==> config.mk <==
export PLATFORM = sky130hd
export DESIGN_NAME = ram_arb2
export DESIGN_NICKNAME = d
export VERILOG_FILES = /design/src/rtl/ram_arb_pkg.sv /design/src/rtl/ram_arb_rdport.sv /design/src/rtl/ram_arb2.sv
export SDC_FILE = /design/constraint.sdc
export NUM_CORES = 1
export LEC_CHECK = 0
export CAP_MARGIN = 0
export CORE_MARGIN = 3
export CORE_UTILIZATION = 30
export DETAILED_ROUTE_END_ITERATION = 10
export GPL_TIMING_DRIVEN = 0
export PLACE_DENSITY_LB_ADDON = 0.3
export SLEW_MARGIN = 0
export SYNTH_ARGS = -nofsm -noshare
export SYNTH_HDL_FRONTEND = slang
export SYNTH_SLANG_ARGS = --single-unit
==> constraint.sdc <==
create_clock -name clk -period 5.3 [get_ports clk]
set_input_delay 1.06 -clock clk [delete_from_list [all_inputs] [get_ports clk]]
set_output_delay 1.06 -clock clk [all_outputs]
set_load 0.01 [all_outputs]
==> src/rtl/ram_arb_pkg.sv <==
`timescale 1ns/1ps
`default_nettype none
// ============================================================================
// Module      : ram_arb_pkg
// Description : Shared constants for the two-port SRAM arbiter (port
//               indices, byte-enable codes, SRAM geometry).
// Revision    : 1.0 - initial release
// ============================================================================
package ram_arb_pkg;

    // SRAM geometry: 4096 words of 32 bits
    localparam int RAM_AW = 12;
    localparam int RAM_DW = 32;

    // Requester indices
    localparam logic PORT_CORE = 1'b0;
    localparam logic PORT_DMA  = 1'b1;

    // Byte-enable codes driven onto the SRAM
    localparam logic [3:0] BEN_NONE = 4'b0000;
    localparam logic [3:0] BEN_WORD = 4'b1111;

endpackage : ram_arb_pkg
`default_nettype wire

==> src/rtl/ram_arb_rdport.sv <==
`timescale 1ns/1ps
`default_nettype none
// ============================================================================
// Module      : ram_arb_rdport
// Description : Per-port read return. Shows SRAM data on the return cycle
//               and holds the last returned word until the next return.
// Revision    : 1.0 - initial release
// ============================================================================
module ram_arb_rdport
    import ram_arb_pkg::*;
(
    input  logic              clk,
    input  logic              rst,
    input  logic              i_ret,        // pending read belongs to this port
    input  logic [RAM_DW-1:0] i_sram_dout,
    output logic              o_rvalid,
    output logic [RAM_DW-1:0] o_rdata
);

    logic [RAM_DW-1:0] r_hold;
    logic              w_rvalid;

    // A reset arriving while a read is in flight discards that read
    assign w_rvalid = i_ret & ~rst;

    // Capture returned data so the port keeps seeing it between returns
    always_ff @(posedge clk) begin
        if (rst) begin
            r_hold <= '0;
        end else if (w_rvalid) begin
            r_hold <= i_sram_dout;
        end
    end

    assign o_rvalid = w_rvalid;
    assign o_rdata  = w_rvalid ? i_sram_dout : r_hold;

endmodule : ram_arb_rdport
`default_nettype wire

==> src/rtl/ram_arb2.sv <==
`timescale 1ns/1ps
`default_nettype none
// ============================================================================
// Module      : ram_arb2
// Description : Two-port arbiter/sequencer in front of the single-port
//               32x4096 SRAM. Port 0 = core data, port 1 = DMA/debug.
//               Combinational grant, one access per cycle, one-cycle read
//               return with per-port hold of the last read word.
// Revision    : 1.0 - initial release
// ============================================================================
module ram_arb2
    import ram_arb_pkg::*;
#(
    parameter int PRIO_MODE = 0,    // 0: round-robin, 1: port 0 fixed priority
    parameter int LOCK_MAX  = 8     // locked grants allowed while other waits
)(
    input  logic              clk,
    input  logic              rst,

    input  logic              p0_req,
    input  logic              p0_we,
    input  logic [RAM_AW-1:0] p0_addr,
    input  logic [RAM_DW-1:0] p0_wdata,
    input  logic [3:0]        p0_ben,
    input  logic              p0_lock,
    output logic              p0_gnt,
    output logic              p0_rvalid,
    output logic [RAM_DW-1:0] p0_rdata,

    input  logic              p1_req,
    input  logic              p1_we,
    input  logic [RAM_AW-1:0] p1_addr,
    input  logic [RAM_DW-1:0] p1_wdata,
    input  logic [3:0]        p1_ben,
    input  logic              p1_lock,
    output logic              p1_gnt,
    output logic              p1_rvalid,
    output logic [RAM_DW-1:0] p1_rdata,

    output logic [RAM_AW-1:0] sram_addr,
    output logic [RAM_DW-1:0] sram_din,
    output logic [3:0]        sram_ben,
    output logic              sram_wren,
    input  logic [RAM_DW-1:0] sram_dout
);

    localparam logic [7:0] c_lock_max = 8'(LOCK_MAX);

    // Arbitration state
    logic              r_last_gnt;      // port granted most recently
    logic              r_prev_gnt;      // a grant was issued last cycle
    logic [7:0]        r_lock_cnt;
    // Pending read {valid, port}
    logic              r_rd_pend_vld;
    logic              r_rd_pend_port;
    // Idle values of the SRAM address/data bus
    logic [RAM_AW-1:0] r_addr;
    logic [RAM_DW-1:0] r_din;

    logic              w_both;
    logic              w_any;
    logic              w_lock_active;
    logic              w_win;
    logic              w_we;
    logic              w_win_lock;
    logic [RAM_AW-1:0] w_addr;
    logic [RAM_DW-1:0] w_wdata;
    logic [3:0]        w_ben;

    assign w_both = p0_req & p1_req;
    assign w_any  = (p0_req | p1_req) & ~rst;

    // The previous winner keeps the port while it asserts lock, until the cap
    assign w_lock_active = r_prev_gnt
                         & (r_last_gnt ? (p1_req & p1_lock) : (p0_req & p0_lock))
                         & (r_lock_cnt < c_lock_max);

    // Winner selection and winner command mux
    always_comb begin
        w_win = PORT_CORE;
        if (w_both) begin
            if (w_lock_active) begin
                w_win = r_last_gnt;
            end else if (PRIO_MODE == 1) begin
                w_win = PORT_CORE;
            end else begin
                w_win = ~r_last_gnt;
            end
        end else if (p1_req) begin
            w_win = PORT_DMA;
        end

        w_we       = (w_win == PORT_DMA) ? p1_we    : p0_we;
        w_addr     = (w_win == PORT_DMA) ? p1_addr  : p0_addr;
        w_wdata    = (w_win == PORT_DMA) ? p1_wdata : p0_wdata;
        w_ben      = (w_win == PORT_DMA) ? p1_ben   : p0_ben;
        w_win_lock = (w_win == PORT_DMA) ? p1_lock  : p0_lock;
    end

    assign p0_gnt = w_any & (w_win == PORT_CORE);
    assign p1_gnt = w_any & (w_win == PORT_DMA);

    // Reads always fetch the whole word; idle keeps addr/din, drops strobes
    assign sram_addr = w_any ? w_addr : r_addr;
    assign sram_din  = (w_any & w_we) ? w_wdata : r_din;
    assign sram_wren = w_any & w_we;
    assign sram_ben  = !w_any ? BEN_NONE : (w_we ? w_ben : BEN_WORD);

    // Arbitration history and locked-grant counter
    always_ff @(posedge clk) begin
        if (rst) begin
            r_last_gnt <= PORT_DMA;
            r_prev_gnt <= 1'b0;
            r_lock_cnt <= 8'd0;
        end else begin
            r_prev_gnt <= w_any;
            if (w_any) begin
                r_last_gnt <= w_win;
            end
            if (w_any && w_both && w_win_lock) begin
                if (r_prev_gnt && (w_win == r_last_gnt)) begin
                    r_lock_cnt <= (r_lock_cnt == 8'hFF) ? r_lock_cnt : r_lock_cnt + 8'd1;
                end else begin
                    r_lock_cnt <= 8'd1;
                end
            end else begin
                r_lock_cnt <= 8'd0;
            end
        end
    end

    // Remember the read issued this cycle and the last bus values
    always_ff @(posedge clk) begin
        if (rst) begin
            r_rd_pend_vld  <= 1'b0;
            r_rd_pend_port <= PORT_CORE;
            r_addr         <= '0;
            r_din          <= '0;
        end else begin
            r_rd_pend_vld  <= w_any & ~w_we;
            r_rd_pend_port <= w_win;
            if (w_any) begin
                r_addr <= w_addr;
            end
            if (w_any && w_we) begin
                r_din <= w_wdata;
            end
        end
    end

    ram_arb_rdport u_rdport0 (
        .clk         (clk),
        .rst         (rst),
        .i_ret       (r_rd_pend_vld & (r_rd_pend_port == PORT_CORE)),
        .i_sram_dout (sram_dout),
        .o_rvalid    (p0_rvalid),
        .o_rdata     (p0_rdata)
    );

    ram_arb_rdport u_rdport1 (
        .clk         (clk),
        .rst         (rst),
        .i_ret       (r_rd_pend_vld & (r_rd_pend_port == PORT_DMA)),
        .i_sram_dout (sram_dout),
        .o_rvalid    (p1_rvalid),
        .o_rdata     (p1_rdata)
    );

endmodule : ram_arb2
`default_nettype wire
# --- Word level (Yosys, flattened, before mapping) ---
# Cells that the tools add are included.
word_totals:
  ff_bits: 120
  word_cells: 60
  output_inout_bits: 117
  input_bits: 136
classes:
  eq_ne: 3
  n_addsub: 1
  n_lt_le_gt_ge: 1
  muxes: 17
  bitwise: 22
  reduce_logical: 6
op_table:
  columns: ["cell", "n"]
  rows:
  - ["2-to-1 mux 32 bit", 4]
  - ["2-to-1 mux 12 bit", 2]
  - ["bitwise AND 1 bit", 14]
  - ["2-to-1 mux 4 bit", 3]
  - ["adder 8 x 1 -> 8 bit, second input constant", 1]
  - ["== test 8 bit, second input constant", 1]
  - ["less-than comparator 8 x 4 -> 1 bit, second input constant", 1]
  - ["2-to-1 mux 1 bit", 8]
  - ["NOT 1 bit", 7]
  - ["logical AND 1 bit", 4]
  - ["OR reduction 3 bit", 1]
  - ["!= test 2 bit, second input constant", 1]
  - ["OR reduction 2 bit", 1]
  - ["== test 1 bit", 1]
  - ["OR 1 bit", 1]

# --- Logic depth before layout (Yosys ltp) ---
# Gate-level depths: netlist (run 1).
depth:
  ltp_word: 10
  mapped_depth: 8
  ltp_nobuf: 6

# --- Modules after synthesis ---
# A second synthesis (run 1) with hierarchy kept.
hier_totals:
  cells_unflattened: 598
  area_unflattened_um2: 6040.8
by_module_without_submodules:
  columns: ["module", "n_inst", "seq_area_each_um2", "area_each_um2", "cells_per_inst"]
  rows:
  - ["ram_arb_rdport", 2, 640.6, 1662.8, 142]
  - ["ram_arb2", 1, 1121.1, 2715.1, 314]

# --- Worst setup path before layout (run 1) ---
# No wires, ideal clock.
synth_path:
  path_kind: "in2out"
  startpoint: "input rst"
  endpoint: "output sram_din[10]"
  t_arrival_ns: 2.482
  path_buffers: 4
  path_stages: 8
  setup_slack_ns: 1.758
  required_ns: 4.240
  cell_sequence: "buf_2 nor2b_1 clkbuf_1 buf_2 o311a_4 buf_2 nor3_2 nor2_1"
synth_via:
  elab_chain_cells: 4
synth_rtl:
  columns: ["element", "line_no", "text"]
  rows:
  - ["start, declared", "ram_arb2.sv:18", "input logic rst,"]
  - ["NOT 1 bit", "ram_arb2.sv:71", "assign w_any = (p0_req | p1_req) & ~rst;"]
  - ["bitwise AND 1 bit", "ram_arb2.sv:71", null]
  - ["bitwise AND 1 bit", "ram_arb2.sv:105", "assign sram_din = (w_any & w_we) ? w_wdata : r_din;"]
  - ["2-to-1 mux 32 bit", "ram_arb2.sv:105", null]
  - ["end, declared", "ram_arb2.sv:41", "output logic [RAM_DW-1:0] sram_din,"]
# No other way between the ends.

# --- Worst setup path after layout (run 1) ---
layout_path:
  startpoint: "input p0_req"
  endpoint: "output sram_din[18]"
layout_via:
  elab_chain_cells: 9
  word_cells_on_any_way: 13
  cone_classes: "mux (6); bitwise (7)"
layout_rtl:
  columns: ["element", "line_no", "text"]
  rows:
  - ["start, declared", "ram_arb2.sv:20", "input logic p0_req,"]
  - ["bitwise AND 1 bit", "ram_arb2.sv:75", "& (r_last_gnt ? (p1_req & p1_lock) : (p0_req & p0_lock))"]
  - ["2-to-1 mux 1 bit", "ram_arb2.sv:75", null]
  - ["bitwise AND 1 bit", "ram_arb2.sv:75", null]
  - ["bitwise AND 1 bit", "ram_arb2.sv:76", "& (r_lock_cnt < c_lock_max);"]
  - ["2-to-1 mux 1 bit", "ram_arb2.sv:82", "if (w_lock_active) begin"]
  - ["2-to-1 mux 1 bit", "ram_arb2.sv:81", "if (w_both) begin"]
  - ["2-to-1 mux 1 bit", "ram_arb2.sv:93", "w_we = (w_win == PORT_DMA) ? p1_we : p0_we;"]
  - ["bitwise AND 1 bit", "ram_arb2.sv:105", null]
  - ["2-to-1 mux 32 bit (*)", "ram_arb2.sv:105", null]
# Every way passes the cells marked *; elsewhere a longest branch is shown, timed or not.

==> results of run 1 <==
[report_power, final]
part | internal, mW | switching, mW
logic | 0.313 | 0.251
registers | 0.946 | 0.0172
clock network | 0.687 | 0.436
total | 1.95 | 0.704
[synthesized netlist by cell type (all sizes together), types with 2 or more instances]
library cell and number:
nor3b 5, a22oi 22, nor3 68, a21oi 27, nand4 3, dfxtp 120
clkbuf 30, nand3 3, o31a 2, nor2 51, a31oi 2, inv 10
a21o 2, a221o 11, and3 3, buf 21, o22ai 32, a311oi 4
o21ai 13, mux2 32, o311a 2, nor2b 80, nand2b 2, nand2 123
and3b 3
[flip-flops by register name (all words and copies together), names as in the netlist]
name	flops
r_lock_cnt	8
r_rd_pend_vld	1
r_addr	12
u_rdport1.r_hold	32
u_rdport0.r_hold	32
r_rd_pend_port	1
r_din	32
r_prev_gnt	1
r_last_gnt	1
[kinds of logic after synthesis]
family,share of synthesized area (%)
AOI/OAI and AO/OA,14.9
xor gates and xnor gates,0.149
adders and majority gates,0.213
buffers and inverters,4.99
DFF,40.9
muxes,6.31
other,0.0639
and+or+nand+nor,32.5
[layer usage]
metal	wire (um)	vias up
li1	-	2924
met1	8510	2602
met2	9000	251
met3	1720	32
met4	368	2
met5	8	-
[stage by stage]
stage                     hold WS, ns  area [um^2]  setup slack (ns)
final                           0.535         9300             0.471
after floorplan                 0.506         5880              1.76
after global placement          0.520         8720             0.422
after global routing            0.563         9300             0.295
after detailed placement        0.525         8720             0.443
after CTS                       0.541         9300             0.440
[path summary, 6_finish.rpt]
kind,slack (ns),end
setup / recovery,0.47,sram_din[18]
hold / removal,0.53,r_din[17]
setup reg to reg,3.07,r_addr[0]
hold reg to reg,0.53,r_din[17]
[area by class of cell]
cell class	count	area [um^2]	share of cell area (%)
Clock inverter	12	115	1.24
Inverter	10	37.5	0.404
Timing Repair Buffer	251	2510	27.0
Multi-Input combinational cell	507	3190	34.3
Clock buffer	20	467	5.02
Sequential cell	120	2400	25.8
Buffer	51	255	2.74
Tap cell	260	325	3.50
[critical path: cells and delay by family]
family          cells  cell delay (ns)
compound gates      1             0.28
buf+inv             5             2.06
simple gates        3             0.36
==> results.json, run 1 <==
{
  "hold_buffers": 0,
  "finalHoldViolCount": 0,
  "nets": 1095,
  "crit_path_cell_trace": "clkdlybuf4s50_1 > nor2b_1 > clkbuf_1 > buf_2 > o311a_4 > buf_2 > nor3_2 > nor2_1 > clkdlybuf4s50_1",
  "ioPinCount": 253,
  "fmax_ghz": 0.207,
  "period_share_pct": 91.1,
  "slowest_delay_ns": 0.61,
  "grt_pass1_vias": 5901,
  "worstHoldPathType": "flop to flop",
  "critPathLaunchType": "input port",
  "status": "finished clean",
  "setup_viol": 0,
  "design.core.area_um2": 19000,
  "yosys_warnings": 0,
  "viasPerCell": 4.72,
  "cap_violations": 0,
  "synth_edf_count": 0,
  "vdd_drop_max_mv": 0.203,
  "avgRoutedWirePerCell_um": 15.9,
  "place.gp.congestion": 0.840,
  "layout_common_cells": "clkdlybuf4s50_1 (251), nand2_1 (123), dfxtp_1 (120), nor2b_1 (80), nor2_1 (51)",
  "rows": 50,
  "met3_usage_pct": 6.17,
  "p_total_mw": 2.65,
  "antenna_found_initial": 1,
  "drtPass1Iterations": 7,
  "synth_ff_type": "dfxtp_1",
  "cts_buffers": 17,
  "cts-root-buf": "clkbuf_16",
  "yosys.area.top_type_share_pct": 40.9,
  "syn_area_um2": 5870,
  "maxSlewViolCount": 0,
  "globalRouteMet2Util_pct": 29.7,
  "rsz0062_at_grt": "no",
  "cts.clk_slew.worst_paths_ns": 0.06,
  "period_minus_slack_ns": 4.83,
  "maxSlewHeadroom_pct": 56.7,
  "grt_max_degree": 17,
  "synthDistinctLibCells": 48,
  "route.detailed.drc": 0,
  "power_density_nw_per_um2": 285,
  "drt_iter0_drc": 249,
  "total_leakage_power_nw": 3.61,
  "grt_busiest_layer": "met2",
  "crit_type": "input port to output port",
  "critPathMaxFanout": 10,
  "setup_tns_ns": 0,
  "drive_gt1_share_pct": 14.3,
  "end_kind": "output port",
  "met1_usage_pct": 22.2,
  "cts-resized-gates": 0,
  "crit_start": "p0_req",
  "stdcell_count": 1231,
  "grt.total_usage_pct": 18.1,
  "slowest_stage": "clkdlybuf4s50_1",
  "clock_path_buffers": 2,
  "n_antenna_cell": 0,
  "cts_tree": "done",
  "die_h_um": 146,
  "synthCells": 685,
  "min_from": "r_din[17]",
  "cp.arrival_ns": 3.77,
  "yosysSeqAreaShare_pct": 40.9,
  "die-area_um2": 21300,
  "fillers": 1840,
  "synth_area_leaders": "dfxtp_1 (41%), nor2b_1 (8.5%), nor3_2 (8.0%)",
  "clock_skew_ns": 0.0102,
  "num_vias": 5811,
  "ant_nets": 0,
  "hold_path_depth": 2,
  "synthArstFlopShare_pct": 0,
  "cts_sinks": 120,
  "start_util_pct": 31.0,
  "reg2reg_depth": 6,
  "numPortBuffers": 251,
  "grt_pass1_wl_mm": 31.1,
  "overflow": 0,
  "yosysTopAreaCell": "dfxtp_1",
  "dp.cells": 1199,
  "final_common_cell": "clkdlybuf4s50_1",
  "postSynthAreaPerCell_um2": 8.57,
  "cp.required_ns": 4.24,
  "clk_latency_ns": 0.41,
  "area_delta_synth_final_pct": 58.4,
  "ys_ff_latch": 120,
  "reg2reg_from": "r_last_gnt",
  "cts_setup_buffers": 0,
  "htree_levels": 4,
  "die_x_um": 146,
  "worst_pin_slew_ns": 0.649,
  "dp_hpwl_mm": 14.6,
  "wl_mm": 19.6,
  "final_core_util_pct": 49.1
}
No activity file was read; power rests on OpenSTA's default activity.
==> run 2, diff against run 1 <==
CAP_MARGIN = unset   (was 0)
==> results of run 2 <==
Final layout, timing and power as in run 1 (identical DEF).
==> run 3, diff against run 2 <==
CTS_BUF_LIST = sky130_fd_sc_hd__clkbuf_8   (was unset)
==> run 3 against run 2 <==
Sequential share of layout area increased by 0.54 points. Worst hold slack improved by 0.0043 ns. Wire length decreased by 0.27%. Largest power group is now sequential cells. Non-clock buffer count unchanged. Die area unchanged. Count of clock-buffer cells in the layout unchanged. Core utilization decreased by 1.0 points. Largest cell class unchanged. Sequential power about the same. Final area decreased by 2.1%.
==> results.json, run 3 (same netlist as run 1, synthesis figures left out) <==
{
  "whs_endpoint": "r_din[17]",
  "cts_sinks": 120,
  "ioPinCount": 253,
  "place.gp.congestion": 0.840,
  "vdd_drop_max_mv": 0.133,
  "overflow": 0,
  "status": "finished clean",
  "clock_path_buffers": 2,
  "cts-resized-gates": 0,
  "post-place-ws_ns": 0.443,
  "cp.arrival_ns": 3.79,
  "min_from": "r_din[17]",
  "setup_viol": 0,
  "worst_pin_slew_ns": 0.648,
  "worstHoldPathType": "flop to flop",
  "drive_gt1_share_pct": 14.3,
  "grt_max_degree": 17,
  "period_minus_slack_ns": 4.85,
  "crit_type": "input port to output port",
  "htree_levels": 4,
  "reg2reg_from": "r_last_gnt",
  "num_vias": 5792,
  "hold_path_depth": 2,
  "cp.required_ns": 4.24,
  "dp_hpwl_mm": 14.6,
  "design.core.area_um2": 19000,
  "combPwrFrac_pct": 24.1,
  "grt_pass1_wl_mm": 31.0,
  "cts_buffers": 17,
  "drt_iter0_drc": 238,
  "clk_latency_ns": 0.44,
  "crit_buf_inv": 5,
  "route.detailed.drc": 0,
  "cts_setup_buffers": 0,
  "cap_violations": 0,
  "worstReg2RegEnd": "r_addr[9]",
  "finalHoldViolCount": 0,
  "die-area_um2": 21300,
  "cts-root-buf": "clkbuf_8",
  "die_x_um": 146,
  "drtPass1Iterations": 5,
  "viasPerCell": 4.71,
  "maxSlewViolCount": 0,
  "end_kind": "output port",
  "cts.clk_slew.worst_paths_ns": 0.08,
  "power_switching_mw": 0.666,
  "p_seq_share_pct": 41.2,
  "reg2reg_depth": 6,
  "p_sw_share_pct": 28.5,
  "fin_ws_ns": 0.454,
  "slowest_stage": "clkdlybuf4s50_1",
  "cts_tree": "done",
  "total_leakage_power_nw": 3.53,
  "numPortBuffers": 251,
  "intPower_mw": 1.67,
  "start_util_pct": 31.0,
  "top_regs": "r_din x32, u_rdport0.r_hold x32, u_rdport1.r_hold x32",
  "rows": 50,
  "critPathMaxFanout": 10,
  "antenna_found_initial": 1,
  "die_h_um": 146,
  "grt.total_usage_pct": 18.0,
  "p_total_mw": 2.34,
  "final_common_cell": "clkdlybuf4s50_1",
  "avgRoutedWirePerCell_um": 15.9,
  "grt_pass1_vias": 5869,
  "rsz0062_at_grt": "no",
  "setup_tns_ns": 0,
  "nets": 1095,
  "layout_common_cells": "clkdlybuf4s50_1 (251), nand2_1 (123), dfxtp_1 (120), nor2b_1 (80), nor2_1 (51)",
  "n_antenna_cell": 0,
  "area_delta_synth_final_pct": 55.2,
  "slowest_delay_ns": 0.62,
  "clock_skew_ns": 0.0108,
  "power_density_nw_per_um2": 256,
  "fmax_ghz": 0.206,
  "critPathLaunchType": "input port",
  "hold_buffers": 0,
  "crit_path_cell_trace": "clkdlybuf4s50_1 > nor2b_1 > clkbuf_1 > buf_2 > o311a_4 > buf_2 > nor3_2 > nor2_1 > clkdlybuf4s50_1",
  "power_frac_clock_pct": 34.7,
  "maxSlewHeadroom_pct": 56.8,
  "wl_mm": 19.6,
  "fillers": 1866,
  "ant_nets": 0,
  "rrSetupSlack_ns": 3.07,
  "crit_family": "buffers and inverters",
  "period_share_pct": 91.4
}
[run 3: power groups by stage]
stage | registers, mW | logic (mW) | clock network, mW
after CTS | 0.962 | 0.569 | 0.840
after detailed placement | 0.983 | 0.565 | 0
final | 0.962 | 0.564 | 0.811
after global routing | 0.966 | 0.610 | 0.883
after floorplan | 0.979 | 0.259 | 0
after global placement | 0.982 | 0.563 | 0
[run 3: worst register-to-register path, delay by kind of cell, from the launching register on]
kind                   cells  cell delay, ns
DFF                        1            0.47
AOI/OAI and AO/OA          3            0.86
buffers and inverters      2            0.64
and+or+nand+nor            1            0.13
[run 3: how the worst max path moves through the flow]
stage	start	end	slack (ns)	depth (start not counted)
3_3_place_gp	p0_req	sram_din[19]	0.42	9
6_report	p0_req	sram_din[18]	0.45	9
4_1_cts	p0_req	sram_din[19]	0.43	9
5_1_grt	p0_req	sram_din[14]	0.28	9
3_5_place_dp	p0_req	sram_din[19]	0.44	9
2_1_floorplan	rst	sram_din[10]	1.76	8
[run 3: area by class of cell]
class / count / area [um^2] / share of cell area [%]
inverter: 10 / 37.5 / 0.412
timing repair buffer: 251 / 2510 / 27.6
sequential: 120 / 2400 / 26.4
clock inverter: 12 / 115 / 1.26
clock buffer: 20 / 275 / 3.02
buffer: 51 / 255 / 2.80
multi-input combinational: 507 / 3190 / 35.0
tap: 260 / 325 / 3.57
[run 3: metrics by stage]
stage                     cell area, um^2  instances  utilization (%)  hold WS (ns)
after CTS                            9110       1231             48.1         0.545
after detailed placement             8720       1199             46.0         0.525
after global routing                 9110       1231             48.1         0.568
after global placement               8720       1199             46.0         0.520
after floorplan                      5880        688                -         0.506
final                                9110       1231             48.1         0.539
[run 3: per-layer routing]
| layer | global-route usage, % | vias up | wire, um | part of all wire (%) |
|---|---|---|---|---|
| li1 | - | 2920 | - | - |
| met1 | 22.3 | 2601 | 8550 | 44 |
| met2 | 29.4 | 241 | 8990 | 46 |
| met3 | 6.26 | 28 | 1630 | 8.3 |
| met4 | 6.22 | 2 | 371 | 1.9 |
| met5 | 0 | - | 8 | 0.041 |
